==> src/rtl/song_pkg.sv <==
// song_pkg: shared definitions for the song reader.
//   - default widths for note code, duration, note index and song select
//   - END_MARKER: the all-zero ROM entry that terminates a song
//   - state_e: state encoding of the song_reader sequencer
package song_pkg;

  localparam int NOTE_W_DEF = 6;
  localparam int DUR_W_DEF  = 6;
  localparam int IDX_W_DEF  = 5;
  localparam int SONG_W_DEF = 2;

  localparam int END_MARKER = 0;

  typedef enum logic [2:0] {
    S_IDLE      = 3'd0,
    S_FETCH     = 3'd1,
    S_ROMWAIT   = 3'd2,
    S_ISSUE     = 3'd3,
    S_GUARD     = 3'd4,
    S_WAIT_DONE = 3'd5,
    S_DONE      = 3'd6
  } state_e;

endpackage

==> src/rtl/song_reader.sv <==
// song_reader: walks a song ROM entry by entry and hands {note, duration} to the
// note player with a one-cycle new_note strobe, then waits for note_done before
// fetching the next entry.
//
// Ports:
//   clk        system clock
//   reset      asynchronous active-low reset
//   play       1 = advance through the song, 0 = pause
//   song_sel   song number, latched when playback starts from IDLE
//   note_done  done_with_note from the note player
//   rom_addr   {song, index} to the external song ROM (1-cycle synchronous read)
//   rom_data   {note, duration} returned by the ROM one cycle after rom_addr
//   note       note code to load (0 = rest)
//   duration   duration to load, in 1/48 s beats
//   new_note   one-cycle load strobe
//   song_done  one-cycle pulse at the end of the song
//
// Build option: SONG_LOOP_EN - when defined, the end of a song pulses song_done and
// restarts the same song at index 0 instead of parking in DONE.
//
// state     | meaning
// ----------+-----------------------------------------------------------------
// IDLE      | waiting for play; latches song_sel and clears index on start
// FETCH     | rom_addr presented, ROM read in flight
// ROMWAIT   | rom_data valid; end marker finishes the song, else load note
// ISSUE     | new_note high (this is the load cycle)
// GUARD     | player registers the load a cycle late; note_done ignored
// WAIT_DONE | waiting for note_done; advances one entry per visit
// DONE      | song finished; holds until play drops
module song_reader
  import song_pkg::*;
#(
  parameter int NOTE_W = NOTE_W_DEF,
  parameter int DUR_W  = DUR_W_DEF,
  parameter int IDX_W  = IDX_W_DEF,
  parameter int SONG_W = SONG_W_DEF
) (
  input  logic                     clk,
  input  logic                     reset,
  input  logic                     play,
  input  logic [SONG_W-1:0]        song_sel,
  input  logic                     note_done,
  output logic [SONG_W+IDX_W-1:0]  rom_addr,
  input  logic [NOTE_W+DUR_W-1:0]  rom_data,
  output logic [NOTE_W-1:0]        note,
  output logic [DUR_W-1:0]         duration,
  output logic                     new_note,
  output logic                     song_done
);

`ifdef SONG_LOOP_EN
  localparam bit LOOP_EN = 1'b1;
`else
  localparam bit LOOP_EN = 1'b0;
`endif

  localparam logic [IDX_W-1:0]        IDX_LAST  = '1;
  localparam logic [NOTE_W+DUR_W-1:0] END_ENTRY = (NOTE_W+DUR_W)'(END_MARKER);

  state_e              state_q;
  logic [IDX_W-1:0]    index_q;
  logic [SONG_W-1:0]   song_q;
  logic [NOTE_W-1:0]   note_q;
  logic [DUR_W-1:0]    dur_q;
  logic                new_note_q;
  logic                song_done_q;

  logic [IDX_W-1:0]    index_d;
  logic                last_idx;

  assign index_d  = index_q + 1'b1;
  assign last_idx = (index_q == IDX_LAST);

  always_ff @(posedge clk or negedge reset) begin
    if (!reset) begin
      state_q     <= S_IDLE;
      index_q     <= '0;
      song_q      <= '0;
      note_q      <= '0;
      dur_q       <= '0;
      new_note_q  <= 1'b0;
      song_done_q <= 1'b0;
    end else begin
      new_note_q  <= 1'b0;
      song_done_q <= 1'b0;
      case (state_q)
        S_IDLE: begin
          if (play) begin
            song_q  <= song_sel;
            index_q <= '0;
            state_q <= S_FETCH;
          end
        end
        S_FETCH: begin
          if (play) state_q <= S_ROMWAIT;
        end
        S_ROMWAIT: begin
          // The address is held while paused, so rom_data stays valid here.
          if (play) begin
            if (rom_data == END_ENTRY) begin
              song_done_q <= 1'b1;
              if (LOOP_EN) begin
                index_q <= '0;
                state_q <= S_FETCH;
              end else begin
                state_q <= S_DONE;
              end
            end else begin
              // Outputs change together with the strobe, never mid-note.
              note_q     <= rom_data[NOTE_W+DUR_W-1:DUR_W];
              dur_q      <= rom_data[DUR_W-1:0];
              new_note_q <= 1'b1;
              state_q    <= S_ISSUE;
            end
          end
        end
        S_ISSUE: begin
          if (play) state_q <= S_GUARD;
        end
        S_GUARD: begin
          state_q <= S_WAIT_DONE;
        end
        S_WAIT_DONE: begin
          if (note_done) begin
            if (last_idx) begin
              song_done_q <= 1'b1;
              if (LOOP_EN) begin
                index_q <= '0;
                state_q <= S_FETCH;
              end else begin
                state_q <= S_DONE;
              end
            end else begin
              index_q <= index_d;
              state_q <= S_FETCH;
            end
          end
        end
        S_DONE: begin
          if (!play) state_q <= S_IDLE;
        end
        default: state_q <= S_IDLE;
      endcase
    end
  end

  assign rom_addr  = {song_q, index_q};
  assign note      = note_q;
  assign duration  = dur_q;
  assign new_note  = new_note_q;
  assign song_done = song_done_q;

endmodule
==> config.mk <==
export PLATFORM = sky130hd
export DESIGN_NAME = song_reader
export DESIGN_NICKNAME = d
export VERILOG_FILES = /design/src/rtl/song_pkg.sv /design/src/rtl/song_reader.sv
export SDC_FILE = /design/constraint.sdc
export NUM_CORES = 1
export LEC_CHECK = 0
export CAP_MARGIN = 30
export CORE_MARGIN = 2
export CORE_UTILIZATION = 44
export CTS_CLUSTER_SIZE = 8
export DETAILED_ROUTE_END_ITERATION = 8
export GPL_TIMING_DRIVEN = 0
export MAX_ROUTING_LAYER = met4
export PLACE_DENSITY_LB_ADDON = 0.15
export SLEW_MARGIN = 20
export SYNTH_ARGS = -nofsm -noshare
export SYNTH_HDL_FRONTEND = slang
export SYNTH_SLANG_ARGS = --single-unit
==> constraint.sdc <==
create_clock -name clk -period 2.1 [get_ports clk]
set_clock_uncertainty 0.15 [all_clocks]
set_input_delay 0.21 -clock clk [delete_from_list [all_inputs] [get_ports clk]]
set_output_delay 0.21 -clock clk [all_outputs]
set_load 0.01 [all_outputs]
==> impl_metrics.ini <==
[synthesis]
synthesis.area_um2 = 1150
synth_nets = 116
yosys.cell_count.top_type = dfrtp_1
postSynthCellCount = 96
yosysTopAreaCellShare = 0.523
async_flop_share = 1.00
seq_area_frac_synth = 0.523
synth-seq-cells = 24
synthTopCellsByArea = dfrtp_1, a22o_1, mux2i_1
yosysTopAreaCell = dfrtp_1
ys.flop_type = dfrtp_1
ys_types = 32
synthTopCellsByCount = dfrtp_1, a22o_1, inv_1, nand2_1, mux2i_1
synth-edff-count = 0
synth_warnings = 0
syn_area_per_cell_um2 = 12.0

[detailed_routing]
vias = 922
drt_iter0_drc = 11
postRouteAntennaNets = 0
wl_um = 2480
first_pass_iters = 6
drt-vias-per-instance = 5.46
drc = 0
routedWlPerCell_um = 14.7

[layout]
drive_gt1_frac = 0.144
multiInputGateArea_um2 = 490
post-route-util = 0.656
n_antenna_cell = 0
finalNetCount = 160
syn2layout_area_growth_pct = 41.7
register_area_um2 = 601
final.fill_count = 215
final_area_um2 = 1630

[cts]
cts_tree = done
cts_setup_buffers = 0
cts_sinks = 24
cts_buffers = 3
cts_max_path_buffers = 2
clk_pin_slew_worst_paths_ps = 130
cts-root-buf = clkbuf_4
clock_latency_ps = 310
ctsHtreeMaxLevel = 1

[grt]
grt_use_total = 0.183
grt_pass1_wl_um = 3800
first_global_vias = 824
antenna_found_initial = 0
overflow = 0
grt_max_degree = 14

[sta]
setup_tns_ps = 0
hold_viol_final = 0
fmax_mhz = 518
finalCritPeriodShare = 0.919
layout_setup_ws_ps = 170
maxSlewViolCount = 0
final-setup-viol-count = 0
worst_pin_slew_ps = 566
rsz0062_at_grt = no
period_needed_ps = 1930
slew-limit-headroom = 0.621

[power_and_ir_drop]
leakagePower_nw = 0.745
ir_worst_vdd_v = 0.000781
total_power_w = 0.00191
power.density_nw_per_um2 = 1170

[floorplanning]
die_h_um = 55.1
rows = 18
coreArea_um2 = 2480
die_area_um2 = 3030
io_pins = 39
start_util = 0.463
die_x_um = 55.1

[hold_path]
worstHoldPathType = input port to async pin

[place]
placed_area_um2 = 1580
dp_slack_ps = 99.4
place_hpwl_um = 1890
gp_congestion = 0.736
io_buffers = 38

[critical_path]
crit_type = flop to flop
worstPathRequired_ps = 2210
crit_path_cell_trace = ha_1 -> and3_1 -> ha_1 -> nand4b_4 -> or4_1 -> nand3_1
worst_setup_path_start_kind = flop
crit_path_max_incr_delay_ps = 430
crit_buf_inv = 0
cp_num_cells = 6
crit_arrival_ps = 2040
cp_top_family = simple AND/OR/NAND/NOR gates
crit_fanout = 4
crit_top_cell = ha_1
cp_slowest_cell = dfrtp_1
reg2reg_depth = 6
cp-end-kind = flop

[run_status]
status = complete, no violations

[run]
cap_violations = 0
==> layout by cell type, fill, tap and decap left out, types with 2 or more instances in the layout <==
cell / netlist / final
mux2_2: 2 / 2
ha_1: 2 / 2
nand2_1: 6 / 6
a221o_1: 2 / 2
a22o_1: 12 / 12
and3_1: 4 / 4
o21ai_0: 2 / 2
inv_1: 7 / 7
mux2i_1: 5 / 5
dfrtp_1: 24 / 24
buf_2: 4 / 4
nand3_1: 3 / 3
clkbuf_4: 0 / 3
o211ai_1: 2 / 2
nor4_1: 3 / 3
clkdlybuf4s50_1: 0 / 38
==> per-stage QoR <==
step	std cells	hold slack, ps
after global placement	164	334
after CTS	169	106
final	169	90.6
after detailed placement	165	336
after floorplan	96	-236
after global routing	169	122
==> where the power goes <==
| part | internal [W] | switching [W] |
|---|---|---|
| clock network | 0.000106 | 0.000137 |
| logic | 0.000528 | 0.000386 |
| registers | 0.000634 | 0.000117 |
| total | 0.00127 | 0.000640 |
==> kinds of logic after synthesis <==
| kind of cell | Yosys count | share of synthesized area |
|---|---|---|
| flip-flops | 24 | 0.523 |
| multiplexers | 7 | 0.0633 |
| buffers and inverters | 13 | 0.0567 |
| AO/OA/AOI/OAI | 24 | 0.182 |
| adder cells (fa/ha/maj) | 2 | 0.0218 |
| AND/OR/NAND/NOR | 26 | 0.153 |
==> worst paths after layout <==
path | slack (ps) | to | from
max | 170 | index_q[2]$_DFFE_PN0P_ | index_q[0]$_DFFE_PN0P_
min | 90 | state_q[1]$_DFFE_PN0P_ | reset
max reg2reg | 170 | index_q[2]$_DFFE_PN0P_ | index_q[0]$_DFFE_PN0P_
min reg2reg | 370 | duration[2]$_DFFE_PN0P_ | duration[2]$_DFFE_PN0P_
max in group asynchronous | 1220 | note[3]$_DFFE_PN0P_ | reset
min in group clk | 340 | song_q[1]$_DFFE_PN0P_ | song_sel[1]
==> cell type report <==
| type | instances | share of cell area |
|---|---|---|
| plain buffers | 6 | 0.0239 |
| repair buffers | 39 | 0.243 |
| multi-input cells | 59 | 0.302 |
| flip-flops and latches | 24 | 0.370 |
| well taps | 30 | 0.0231 |
| clock buffers | 4 | 0.0223 |
| inverters | 7 | 0.0162 |
==> repair_timing <==
item	in CTS	in global routing
endpoints found under the setup margin	0	2
hold buffers	0	0
gates resized for setup	0	1
==> registers in the layout, indices dropped and copies added (netlist names) <==
register   count
duration       6
index_q        5
new_note       1
note           6
song_done      1
song_q         2
state_q        3
==> per-layer routing <==
layer	share of wire	vias up	track usage
li1	-	448	-
met1	0.49	444	0.256
met2	0.46	26	0.268
met3	0.043	4	0.0323
met4	0.0040	0	0.0610
met5	0	-	-
Note: power is estimated with default switching activity, not from simulation.
